**src/rtl/pipe_stage_chain.sv**
```systemverilog
// pipe_stage_chain
//   Elastic register chain carrying one packed stage payload between core
//   stages. It has a valid/ready handshake on both sides, back-pressure,
//   a synchronous flush and an occupancy count.
//
//   Build option: define PIPE_SKID_EN to give each slice a one-entry skid
//   register. Every ready is then registered and capacity doubles to
//   2*STAGES. With it undefined, the ready path is combinational from
//   out_ready to in_ready and capacity is STAGES.
//
// Ports
//   clk        core clock; all state changes on the rising edge
//   rst        synchronous, active-high reset (takes priority over flush)
//   flush      clears every valid bit; an input handshake in the same cycle
//              is dropped
//   in_valid   upstream presents in_data
//   in_ready   the chain accepts a payload this cycle
//   in_data    upstream payload, DATA_W bits
//   out_valid  the chain presents out_data
//   out_ready  downstream consumes out_data this cycle
//   out_data   downstream payload, DATA_W bits
//   occupancy  number of valid entries held (slices plus skid slots)
module pipe_stage_chain #(
   parameter int DATA_W = 64,
   parameter int STAGES = 1,
   parameter int OCC_W  = $clog2(2*STAGES+1)
) (
   input  logic              clk,
   input  logic              rst,
   input  logic              flush,
   input  logic              in_valid,
   output logic              in_ready,
   input  logic [DATA_W-1:0] in_data,
   output logic              out_valid,
   input  logic              out_ready,
   output logic [DATA_W-1:0] out_data,
   output logic [OCC_W-1:0]  occupancy
);

   logic [STAGES-1:0]             main_v;
   logic [STAGES-1:0][DATA_W-1:0] main_d;
   logic [STAGES-1:0]             up_v;   // valid presented to slice i
   logic [STAGES-1:0][DATA_W-1:0] up_d;   // payload presented to slice i

   always_comb begin
      up_v[0] = in_valid;
      up_d[0] = in_data;
      for (int i = 1; i < STAGES; i++) begin
         up_v[i] = main_v[i-1];
         up_d[i] = main_d[i-1];
      end
   end

   assign out_valid = main_v[STAGES-1];
   assign out_data  = main_d[STAGES-1];

`ifdef PIPE_SKID_EN
   logic [STAGES-1:0]             skid_v;
   logic [STAGES-1:0][DATA_W-1:0] skid_d;
   // nxt_free[i] is the registered ready offered to slice i-1 (or upstream
   // when i = 0). The top bit is the downstream ready.
   logic [STAGES:0]               nxt_free;

   assign nxt_free = {out_ready, ~skid_v};
   assign in_ready = nxt_free[0];

   always_ff @(posedge clk) begin
      if (rst) begin
         main_v <= '0;
         main_d <= '0;
         skid_v <= '0;
         skid_d <= '0;
      end else begin
         for (int i = 0; i < STAGES; i++) begin
            if (!main_v[i] || nxt_free[i+1]) begin
               // The main register frees up. The skid entry is older than
               // anything upstream, so it refills the main register first.
               if (skid_v[i]) begin
                  main_v[i] <= 1'b1;
                  main_d[i] <= skid_d[i];
                  skid_v[i] <= 1'b0;
               end else begin
                  main_v[i] <= up_v[i];
                  if (up_v[i]) main_d[i] <= up_d[i];
               end
            end else if (up_v[i] && !skid_v[i]) begin
               // The main register is stalled but ready was still high.
               // Catch the in-flight item in the skid register.
               skid_v[i] <= 1'b1;
               skid_d[i] <= up_d[i];
            end
         end
         if (flush) begin
            main_v <= '0;
            skid_v <= '0;
         end
      end
   end

   always_comb begin
      occupancy = '0;
      for (int i = 0; i < STAGES; i++)
         occupancy = occupancy + OCC_W'(main_v[i]) + OCC_W'(skid_v[i]);
   end
`else
   // rdy[i]: slice i can load this cycle, because it is empty or its
   // successor takes its entry. The chain is resolved from the output end.
   logic [STAGES:0] rdy;

   always_comb begin
      rdy[STAGES] = out_ready;
      for (int i = STAGES-1; i >= 0; i--)
         rdy[i] = ~main_v[i] | rdy[i+1];
   end

   assign in_ready = rdy[0];

   always_ff @(posedge clk) begin
      if (rst) begin
         main_v <= '0;
         main_d <= '0;
      end else begin
         for (int i = 0; i < STAGES; i++) begin
            if (rdy[i]) begin
               main_v[i] <= up_v[i];
               if (up_v[i]) main_d[i] <= up_d[i];
            end
         end
         if (flush) main_v <= '0;
      end
   end

   always_comb begin
      occupancy = '0;
      for (int i = 0; i < STAGES; i++)
         occupancy = occupancy + OCC_W'(main_v[i]);
   end
`endif

endmodule

```
**config.mk**
```make
export PLATFORM = sky130hd
export DESIGN_NAME = pipe_stage_chain
export DESIGN_NICKNAME = d
export VERILOG_FILES = /design/src/rtl/pipe_stage_chain.sv
export SDC_FILE = /design/constraint.sdc
export NUM_CORES = 1
export LEC_CHECK = 0
export ABC_CLOCK_PERIOD_IN_PS = 1000
export CORE_MARGIN = 2
export CORE_UTILIZATION = 37
export DETAILED_ROUTE_END_ITERATION = 7
export GPL_TIMING_DRIVEN = 1
export PLACE_DENSITY = 0.83
export RECOVER_POWER = 25
export SKIP_CTS_REPAIR_TIMING = 1
export SLEW_MARGIN = 20
export SYNTH_ARGS = -nofsm -noshare
export SYNTH_HDL_FRONTEND = slang
export SYNTH_SLANG_ARGS = --single-unit
```
**constraint.sdc**
```tcl
create_clock -name clk -period 1 [get_ports clk]
set_input_delay 0.2 -clock clk [delete_from_list [all_inputs] [get_ports clk]]
set_output_delay 0.2 -clock clk [all_outputs]
set_load 0.01 [all_outputs]
```
==> summary.txt, run 1 <==
Global route
  • GR Util met1: 20.80%
  • First-pass GRT wire length: 12.21 mm
  • Vias in the first global route: 2653
  • Gr usage total: 17.31%
  • Busiest layer in global routing: met2
  • Largest net degree at the start of global routing: 41
  • Total grt overflow: 0
  • Met2 usage: 29.44%
  • M3 GR Usage: 5.157%
  • Antenna violations before repair: 0

Detailed routing
  • Vias: 2782
  • Drt wl/cell: 16.26 µm
  • ANT nets after route: 0
  • DRC Markers: 0
  • Vias per inst: 5.077
  • TritonRoute pass-1 iters: 4
  • Initial DRC Count: 98
  • Post-Route WL: 8.913 mm

Die
  • Starting Density: 38.27%
  • Height of the die: 93.64 µm
  • Die area: 8768 µm²
  • Die width: 93.64 µm
  • Site Rows: 32
  • # IOs: 137
  • Core area: 7767 µm²

Placement
  • Dpl ws: -0.5295 ns
  • RePlAce Congestion: 0.7151
  • DP HPWL: 5.386 mm
  • IO Port Bufs: 135

Logic synthesis
  • Synth async-reset ratio: 0%
  • Syn. warnings: 0
  • Mapped Cells: 299
  • Syn Std Cell Area: 2973 µm²
  • Synth top area share: 43.77%
  • Synth cell types: 18
  • Number of enable flip-flop cells after synthesis: 0
  • Synth Net Count: 368
  • Largest area contributor in the netlist: dfxtp_1
  • Count leader, synth: dfxtp_1
  • Number of synthesized register bits: 65
  • Prevailing post-synth register cell: dfxtp_1
  • Synthesized area per cell: 9.943 µm²
  • Sequential-to-total area share from yosys stat: 43.77%
  • Top cells by area, synth: dfxtp_1, a21bo_1, nand3_1
  • Commonest cells post-synth: dfxtp_1, nand3_1, a21bo_1

Critical path
  • Reg2reg path depth: 5
  • CP max stage cell: clkdlybuf4s50_1
  • Crit-path max FO: 8
  • Startpoint type of the worst setup path: input port
  • Setup CP Type: input port to flop
  • Reg2reg end: out_data[46]$_SDFFE_PP0P_
  • Critical Path AT: 1.46 ns
  • Data required time of the critical path: 1.25 ns
  • Worst r2r src: out_valid$_SDFFE_PP0P_
  • Reg2reg setup slack: -0.21 ns
  • CP dominant cell by count: buf_12
  • Crit-path cells: clkdlybuf4s50_1 > nand2b_4 > buf_12 > buf_12 > a21bo_1 > a21oi_2
  • Setup crit end kind: flop
  • CP peak stage delay: 0.40 ns

Finish
  • Final nets: 510
  • # diodes: 0
  • Area occupied by multi-input gates: 1526 µm²
  • Register Area: 1384 µm²
  • Core Util, Final: 66.19%
  • Area Growth Syn to Fin: 72.94%
  • Share of layout cells above drive strength 1: 53.59%
  • Fill count: 603

STA
  • Max frequency: 0.8270 GHz
  • Final setup fails: 67
  • Clock skew: 0.01085 ns
  • RSZ-0062 raised after global routing: yes
  • Slew Viols, Final: 0
  • Final hold viol count: 0
  • Worst Slack Setup Final: -0.2092 ns
  • Final min period: 1.209 ns
  • Final period util: 120.9%
  • Setup TNS: -9.105 ns

Pwr
  • PD cells: 1313 nW/µm²
  • Leakage: 0.002066 µW
  • Power Total: 6751 µW
  • VDD IR max: 0.0007775 V

Worst hold path
  • Hold Path Origin: rst
  • Worst hold path cell count: 3
  • Hold WC Path Type: input port to flop
  • Worst hold path endpoint: out_data[59]$_SDFFE_PP0P_

CTS
  • CTS max path bufs: 2
  • CTS clk-pin slew, worst paths: 0.08 ns
  • H-tree Lvls: 3
  • TritonCTS clock tree: done
  • TritonCTS Buffers: 9
  • Clock Sinks: 65
  • Clk_lat worst skew: 0.33 ns
  • Clock root buffer: clkbuf_8

Run status
  • Status: complete, but fails checks
  • Failing checks: negative setup slack

Run
  • Max-cap violations: 0
[routing by layer]
layer	up-vias	wire length (µm)
li1	1348	-
met1	1332	3812
met2	94	4491
met3	8	534
met4	0	74
met5	-	0
[flip-flops by register name, summed over array words and instances (netlist names)]
name,cells
out_data,64
out_valid,1
[where the power goes]
part	leakage (µW)	internal [µW]	switching [µW]
Clock	0.000111	1550	976
Sequential	0.000559	2770	106
Combinational	0.00140	823	532
Total	0.00207	5140	1610
[kinds of logic (layout without fill, tap and decap cells)]
kind of cell           after synthesis  after routing  synth area share, %
other                                1              1               0.1261
buffers and inverters               38            185                7.786
AND/OR/NAND/NOR                     69             69                12.46
AO/OA/AOI/OAI                      126            126                35.86
flip-flops                          65             65                43.77
[worst max-delay path by stage]
stage | startpoint | slack (ns) | endpoint | cells after the start
floorplan | out_valid$_SDFFE_PP0P_ | -0.02 | out_data[5]$_SDFFE_PP0P_ | 5
global placement | out_ready | -0.52 | in_ready | 3
detailed placement | out_ready | -0.53 | in_ready | 3
CTS | out_ready | -0.53 | in_ready | 3
global route | out_valid$_SDFFE_PP0P_ | -0.24 | out_data[48]$_SDFFE_PP0P_ | 5
finish | out_ready | -0.21 | out_data[46]$_SDFFE_PP0P_ | 6
[cells in the final DEF, fill, tap and decap left out, types with 2 or more instances in the layout]
| cell type | Yosys | routed |
|---|---|---|
| clkdlybuf4s50_1 | 0 | 66 |
| nand4b_1 | 3 | 3 |
| buf_6 | 7 | 66 |
| bufinv_16 | 0 | 2 |
| a21bo_4 | 0 | 2 |
| o21ai_0 | 3 | 3 |
| buf_4 | 4 | 14 |
| clkbuf_8 | 0 | 11 |
| a21oi_1 | 27 | 10 |
| dfxtp_2 | 0 | 63 |
| a21bo_1 | 54 | 54 |
| buf_12 | 0 | 10 |
| nand2b_1 | 3 | 3 |
| a21oi_2 | 34 | 51 |
| a21bo_2 | 7 | 5 |
| clkbuf_1 | 9 | 3 |
| buf_2 | 17 | 5 |
| clkbuf_16 | 0 | 5 |
| nand3_1 | 61 | 60 |
[area by class of cell]
type	instances	share of cell area, %
Clock buffer	14	3.164
Timing Repair Buffer	168	36.51
Tap cell	102	2.482
Sequential cell	65	26.92
Inverter	1	0.07301
Multi-Input combinational cell	196	29.69
Clock inverter	2	1.168
[through the flow]
step | cell area [µm²] | cells | hold slack (ns)
finish | 5141 | 548 | 0.2847
floorplan | 2984 | 299 | 0.2630
CTS | 4726 | 536 | 0.2796
global placement | 4503 | 520 | 0.4660
global route | 5141 | 548 | 0.3255
detailed placement | 4503 | 520 | 0.4861
[critical path: cells and delay by family]
kind / cells / cell delay (ns)
compound gates: 2 / 0.36
buf+inv: 3 / 0.69
simple gates: 1 / 0.18
Note: power is estimated with default switching activity, not from simulation.
==> inputs of run 2 (changes only) <==
SKIP_CTS_REPAIR_TIMING = unset   (was 1)
==> summary.txt, run 2 (same netlist as run 1, synthesis figures left out) <==
Finish
  • Share of layout cells above drive strength 1: 53.83%
  • Area Growth Syn to Fin: 70.96%
  • # diodes: 0
  • Final nets: 508
  • Non-filler instance count after layout: 546
  • Core Util, Final: 65.43%
  • Max reg flops: 64
  • Most frequent cells in the layout: buf_6, clkdlybuf4s50_1, dfxtp_2
  • Commonest non-fill, non-tap cell in the layout: buf_6
  • Fin area: 5082 µm²

Worst hold path
  • Hold Path Origin: rst
  • Worst hold path endpoint: out_data[59]$_SDFFE_PP0P_
  • Hold WC Path Type: input port to flop
  • Worst hold path cell count: 3

Pwr
  • PD cells: 1325 nW/µm²
  • VDD IR max: 0.0007993 V
  • Leakage: 0.002025 µW

CTS
  • Hold Buf Count CTS: 0
  • TritonCTS Buffers: 9
  • Clock root buffer: clkbuf_8
  • CTS max path bufs: 2
  • H-tree Lvls: 3
  • Clock Sinks: 65
  • TritonCTS clock tree: done
  • Clk_lat worst skew: 0.33 ns
  • CTS clk-pin slew, worst paths: 0.08 ns

Detailed routing
  • ANT nets after route: 0
  • TritonRoute pass-1 iters: 4
  • DRC Markers: 0
  • Initial DRC Count: 63
  • Vias per inst: 5.060
  • Drt wl/cell: 15.59 µm
  • Vias: 2763
  • Post-Route WL: 8.511 mm

Die
  • Die area: 8768 µm²
  • Height of the die: 93.64 µm
  • Core area: 7767 µm²
  • Site Rows: 32
  • # IOs: 137
  • Starting Density: 38.27%
  • Die width: 93.64 µm

Critical path
  • CP dominant cell by count: buf_12
  • Worst r2r src: out_valid$_SDFFE_PP0P_
  • CP peak stage delay: 0.46 ns
  • Reg2reg end: out_data[61]$_SDFFE_PP0P_
  • Crit-path cells: clkdlybuf4s50_1 > nand2b_4 > buf_12 > buf_12 > nand3_1 > a21oi_2
  • Crit-path max FO: 16
  • CP max stage cell: clkdlybuf4s50_1
  • Data required time of the critical path: 1.25 ns
  • Setup CP Type: input port to flop
  • Reg2reg setup slack: -0.18 ns
  • Reg2reg path depth: 5
  • Setup crit end kind: flop
  • Critical Path AT: 1.44 ns
  • Startpoint type of the worst setup path: input port

STA
  • Clock skew: 0.01146 ns
  • Slew Viols, Final: 0
  • Final period util: 118.9%
  • Max frequency: 0.8414 GHz
  • Worst Slack Setup Final: -0.1885 ns
  • Final min period: 1.189 ns
  • Final setup fails: 68
  • Final hold viol count: 0
  • RSZ-0062 raised after global routing: yes

Global route
  • Vias in the first global route: 2725
  • Gr usage total: 18.52%
  • Antenna violations before repair: 0
  • First-pass GRT wire length: 12.95 mm
  • Total grt overflow: 0
  • Largest net degree at the start of global routing: 41

Run status
  • Failing checks: negative setup slack
  • Status: complete, but fails checks

Placement
  • IO Port Bufs: 135
  • RePlAce Congestion: 0.7151
  • Post-Place Cells: 520
  • DP HPWL: 5.386 mm
  • Dpl cell area: 4503 µm²
  • Dpl ws: -0.5295 ns

Run
  • Max-cap violations: 0
[run 2: changes by cell type in the layout (fill, tap and decap cells not counted), moves of 2 or more]
cell / delta
o21ai_1: +3
a21oi_1: -3
o21ai_0: -3
a21oi_2: +3
buf_4: +2
buf_6: +2
clkbuf_16: -4
[run 2: layout make-up]
| cell class | count | area, µm² |
|---|---|---|
| fillers | 594 | 2685 |
| repair buffers | 166 | 1819 |
| multi-input cells | 196 | 1526 |
| flip-flops and latches | 65 | 1383 |
| clock buffers | 14 | 162.7 |
| well taps | 102 | 127.6 |
| clock inverters | 2 | 60.06 |
| inverters | 1 | 3.754 |
[run 2: timing repair]
item / CTS / global route
pin swaps: 0 / 5
buffers inserted: 3 / 5
gates resized for setup: 330 / 98
cloned: 1 / 1
endpoints found under the setup margin: 130 / 131
[run 2: critical path, delay by kind of cell]
kind,cells,cell delay [ns]
buf+inv,3,0.76
simple gates,2,0.29
compound gates,1,0.18
[run 2: per-stage QoR]
| stage | power (µW) | hold slack [ns] | TNS, ns |
|---|---|---|---|
| 6_report | 6732 | 0.2685 | -8.781 |
| 5_1_grt | 7019 | 0.3028 | -12.20 |
| 4_1_cts | 6554 | 0.2723 | -8.661 |
| 3_5_place_dp | 4109 | 0.4861 | -33.86 |
| 3_3_place_gp | 4083 | 0.4660 | -32.06 |
| 2_1_floorplan | 3413 | 0.2630 | -0.5029 |
[run 2: where the power goes]
part | internal, µW | switching [µW] | total [µW]
clock network | 1550 | 966 | 2510
logic | 820 | 526 | 1350
registers | 2770 | 105 | 2870
[run 2: worst max-delay path by stage]
stage	end	startpoint	slack, ns
after CTS	out_data[61]$_SDFFE_PP0P_	out_valid$_SDFFE_PP0P_	-0.17
final	out_data[46]$_SDFFE_PP0P_	out_ready	-0.19
after detailed placement	in_ready	out_ready	-0.53
after global routing	out_data[48]$_SDFFE_PP0P_	out_valid$_SDFFE_PP0P_	-0.22
after floorplan	out_data[5]$_SDFFE_PP0P_	out_valid$_SDFFE_PP0P_	-0.02
after global placement	in_ready	out_ready	-0.52
[run 2: routing by layer]
metal / vias up / track usage [%] / wire [µm]
met3: 15 / 5.157 / 541
met1: 1310 / 22.32 / 3664
met5: - / 0 / 0
met2: 97 / 31.65 / 4181
li1: 1341 / - / -
met4: 0 / 6.401 / 123
==> inputs of run 3 (changes only) <==
--- a/constraint.sdc
+++ b/constraint.sdc
@@ -3,2 +3,2 @@
 set_output_delay 0.2 -clock clk [all_outputs]
-set_load 0.01 [all_outputs]
+set_load 0.05 [all_outputs]
==> summary.txt, run 3 (same netlist as run 1, synthesis figures left out) <==
Run status
  • Status: complete, but fails checks
  • Failing checks: negative setup slack

Global route
  • Vias in the first global route: 3015
  • Gr usage total: 21.47%
  • Antenna violations before repair: 1
  • Largest net degree at the start of global routing: 42
  • First-pass GRT wire length: 14.80 mm
  • Total grt overflow: 0

CTS
  • TritonCTS clock tree: done
  • CTS clk-pin slew, worst paths: 0.08 ns
  • CTS max path bufs: 2
  • TritonCTS Buffers: 9
  • Clock Sinks: 65
  • Clk_lat worst skew: 0.33 ns
  • Hold Buf Count CTS: 0
  • H-tree Lvls: 3
  • Clock root buffer: clkbuf_8

STA
  • Final period util: 124.3%
  • RSZ-0062 raised after global routing: yes
  • Final setup fails: 132
  • Final hold viol count: 0
  • Slew Viols, Final: 0
  • Final min period: 1.243 ns
  • Worst Slack Setup Final: -0.2433 ns
  • Max frequency: 0.8043 GHz
  • Setup TNS: -12.31 ns
  • Clock skew: 0.009356 ns

Critical path
  • Setup crit end kind: output port
  • Worst r2r src: out_valid$_SDFFE_PP0P_
  • Crit path launch: out_valid$_SDFFE_PP0P_
  • Startpoint type of the worst setup path: flop
  • Crit-path max FO: 3
  • Data required time of the critical path: 0.80 ns
  • Setup CP Type: flop to output port
  • Critical Path AT: 1.04 ns

Detailed routing
  • TritonRoute pass-1 iters: 4
  • Drt wl/cell: 18.92 µm
  • DRC Markers: 0
  • Metal-1 WL: 4.197 mm
  • Post-Route WL: 10.58 mm
  • Vias: 2910
  • Met2 WL: 5.509 mm
  • ANT nets after route: 0
  • Vias per inst: 5.206
  • Initial DRC Count: 107
  • Highest metal used: met4
  • Metal3 WL: 704 µm

Die
  • Die width: 93.64 µm
  • Site Rows: 32
  • # IOs: 137
  • Core area: 7767 µm²
  • Die area: 8768 µm²
  • Starting Density: 38.27%
  • Height of the die: 93.64 µm

Finish
  • Share of layout cells above drive strength 1: 60.31%
  • Non-filler instance count after layout: 559
  • Most frequent cells in the layout: buf_12, clkdlybuf4s50_1, dfxtp_2
  • Area Growth Syn to Fin: 100.3%
  • Max reg flops: 64
  • Core Util, Final: 76.64%
  • Commonest non-fill, non-tap cell in the layout: buf_12
  • Final nets: 520

Pwr
  • Leakage: 0.002332 µW
  • VDD IR max: 0.0008182 V
  • PD cells: 1283 nW/µm²
  • Power Total: 7636 µW

Worst hold path
  • Hold WC Path Type: input port to flop
  • Hold Path Origin: rst

Placement
  • RePlAce Congestion: 0.7317
  • DP HPWL: 6.066 mm
  • Post-Place Cells: 512
  • IO Port Bufs: 135
  • Dpl ws: -0.4719 ns

Run
  • Max-cap violations: 0
==> run 3: per-stage QoR <==
step | instance area, µm² | hold slack [ns]
2_1_floorplan | 3007 | 0.2630
3_3_place_gp | 5084 | 0.5003
3_5_place_dp | 5084 | 0.5172
4_1_cts | 5655 | 0.1566
5_1_grt | 5953 | 0.1818
6_report | 5953 | 0.1836
==> run 3: path summary, 6_finish.rpt <==
check	to	slack, ns	cells past startpoint
worst max register to register	out_data[3]$_SDFFE_PP0P_	-0.23	6
worst min-delay path	out_data[61]$_SDFFE_PP0P_	0.18	2
worst max-delay path	in_ready	-0.24	3
worst min register to register	out_data[60]$_SDFFE_PP0P_	0.51	2
==> run 3: worst max-delay path, stage by stage, from the launching register on <==
cell	delay, ns
dfxtp_4	0.36
nand2b_4	0.08
buf_12	0.13
buf_12	0.14
==> run 3: routing by layer <==
metal  track usage [%]  vias up
li1                  -     1368
met1             24.12     1419
met2             38.55      107
met3             7.010       16
met4             6.401        0
met5                 0        -
==> run 3: final cells by class <==
| class | instances | area (µm²) |
|---|---|---|
| Tap cell | 102 | 127.6 |
| Clock inverter | 7 | 93.84 |
| Antenna cell | 1 | 2.502 |
| Fill cell | 501 | 1814 |
| Inverter | 1 | 3.754 |
| Sequential cell | 65 | 1395 |
| Clock buffer | 9 | 123.9 |
| Timing Repair Buffer | 178 | 2589 |
| Multi-Input combinational cell | 196 | 1618 |
==> run 3: report_power, final <==
group / total, µW / switching (µW) / internal, µW
sequential: 2930 / 166 / 2760
combinational: 2240 / 1060 / 1180
clock: 2460 / 1060 / 1400
total: 7640 / 2290 / 5340
==> run 3: timing repair <==
| action | in CTS | in global routing |
|---|---|---|
| endpoints found under the setup margin | 128 | 132 |
| cloned | 3 | 3 |
| setup buffers | 15 | 11 |
| gates resized for setup | 76 | 48 |
| pin swaps | 9 | 11 |
==> RTL change (config.mk and constraints of run 2) <==
Set the parameter `STAGES` to 2 (it was 1).
--- a/src/rtl/pipe_stage_chain.sv
+++ b/src/rtl/pipe_stage_chain.sv
@@ -23,5 +23,5 @@
 module pipe_stage_chain #(
    parameter int DATA_W = 64,
-   parameter int STAGES = 1,
+   parameter int STAGES = 2,
    parameter int OCC_W  = $clog2(2*STAGES+1)
 ) (
Interface: changed (resized occupancy); port bits go from 137 to 138. The function was not compared with the original's and may differ.
==> RTL change against run 2 <==
- design area increased by 70%
- synthesized area increased by 98%
- core utilization decreased by 10 points
- setup slack got worse by 0.20 ns
- largest cell class is now flip-flops and latches
- routed wire length increased by 93%
- largest power group is now the clock network
- final cell count increased by 77%
- total power increased by 96%
- count of clock-buffer cells in the layout increased by 9
- the run still ends with setup timing left
- sequential cell count increased by 65
- via count increased by 72%
- clock skew increased by 0.0012 ns
==> RTL change: results <==
export IMPL_synth_cells=645
export IMPL_drv_slew=0
export IMPL_cp_data_arrival_time_ns=1.18
export IMPL_grt_pass1_wl_um=22700
export IMPL_wirelength_um=16400
export IMPL_leakage_nw=3.39
export IMPL_wire_per_inst_um=17.0
export IMPL_portBuffers=136
export IMPL_drt_iter0_drc=185
export IMPL_yosysUniqueCellTypes=20
export IMPL_setup_viol=198
export IMPL_first_pass_iters=4
export IMPL_yosys_top_cells_area="dfxtp_1 (44%), nand2b_1 (14%), mux2i_1 (11%)"
export IMPL_grt_max_degree=75
export IMPL_clock_latency_ns=0.42
export IMPL_gp_congestion=0.756
export IMPL_grt_use_total_pct=17.4
export IMPL_dp_slack_ns=-0.691
export IMPL_first_global_vias=4461
export IMPL_synth_seq_area_share_pct=44.2
export IMPL_hpwl_um=8520
export IMPL_crit_path_max_fanout=4
export IMPL_critPathLaunch="main_v[0]"
export IMPL_num_vias=4740
export IMPL_insertedDiodeCount=0
export IMPL_synth_async_reset_ratio_pct=0
export IMPL_vdd_ir_drop_worst_mv=1.05
export IMPL_synthTopCellsByCount="dfxtp_1 (130), nand2b_1 (129), buf_4 (72)"
export IMPL_hp_start="rst"
export IMPL_crit_reg2reg_launch="main_v[1]"
export IMPL_cts_made_buffers=17
export IMPL_fin_skew_ns=0.0126
export IMPL_ys_warn_count=0
export IMPL_setup_ws_ns=-0.385
export IMPL_fillers=1367
export IMPL_dpl_cell_count=897
export IMPL_p_sw_share_pct=22.3
export IMPL_layout_drive_gt1_share_pct=35.2
export IMPL_path_clk_slew_ns=0.06
export IMPL_final_nets=809
export IMPL_hp_class="input port to register"
export IMPL_h_tree_depth=4
export IMPL_syn_num_nets=715
export IMPL_status="finished, violations left"
export IMPL_clockRootBuffer="clkbuf_16"
export IMPL_violations="setup timing"
export IMPL_antenna_found_initial=0
## RTL change: changes by cell type in the layout (fill, tap and decap cells not counted), sizes merged, moves of 19 or more
cell / before / now
a21bo: 61 / 0
mux2i: 0 / 64
nand2b: 4 / 129
dfxtp: 65 / 130
buf: 99 / 118
o21ai: 3 / 64
clkbuf: 15 / 34
## RTL change: cells by family after synthesis
group / count (synthesis) / share of synthesized area [%]
AOI/OAI and AO/OA: 131 / 11.3
buffers and inverters: 122 / 13.8
muxes: 64 / 10.9
DFF: 130 / 44.2
other: 1 / 0.0637
and+or+nand+nor: 196 / 19.5
adders and majority gates: 1 / 0.213
## RTL change: cell type report
class	count	area, um^2	area share (%)
Inverter	1	11.3	0.130
Clock buffer	23	468	5.40
Clock inverter	9	131	1.52
Multi-Input combinational cell	393	2650	30.6
Sequential cell	130	2690	31.0
Timing Repair Buffer	196	2440	28.2
Tap cell	216	270	3.12
## RTL change: path summary, 6_finish.rpt
| kind | endpoint | slack [ns] | depth (start not counted) |
|---|---|---|---|
| worst max-delay path | occupancy[0] | -0.38 | 2 |
| worst min-delay path | out_data[3] | 0.17 | 3 |
| worst max register to register | main_d[38] | -0.38 | 6 |
| worst min register to register | out_data[36] | 0.46 | 2 |
## RTL change: per-stage QoR
stage	instance area [um^2]	util [%]	hold slack, ns	TNS [ns]
2_1_floorplan	5930	-	0.265	-12.18
3_3_place_gp	7000	44.6	0.453	-71.15
3_5_place_dp	7000	44.6	0.459	-77.98
4_1_cts	8060	51.3	0.149	-46.58
5_1_grt	8660	55.1	0.163	-55.71
6_report	8660	55.1	0.169	-46.69
## RTL change: power by group through the flow
stage                     clock [mW]  sequential [mW]  combinational [mW]
after floorplan                    0             5.58               0.692
after global placement             0             5.60                1.10
after detailed placement           0             5.61                1.13
after CTS                       6.40             5.51                1.24
after global routing            6.65             5.54                1.48
final                           6.29             5.52                1.37
## RTL change: what timing repair did
action	4_1_cts	5_1_grt
cloned	6	13
setup endpoints to repair	197	198
setup buffers	8	14
pin swaps	2	9
resized for setup	420	82
## RTL change: layer usage
metal,GRT usage (%),vias to the layer above,wire (um)
li1,-,2312,-
met1,20.9,2262,7250
met2,29.3,143,7960
met3,5.54,23,914
met4,6.20,0,308
met5,0,-,0
## RTL change: critical path: stages (launching register included)
cell,delay [ns]
dfxtp_4,0.37
ha_1,0.26
buf_2,0.14
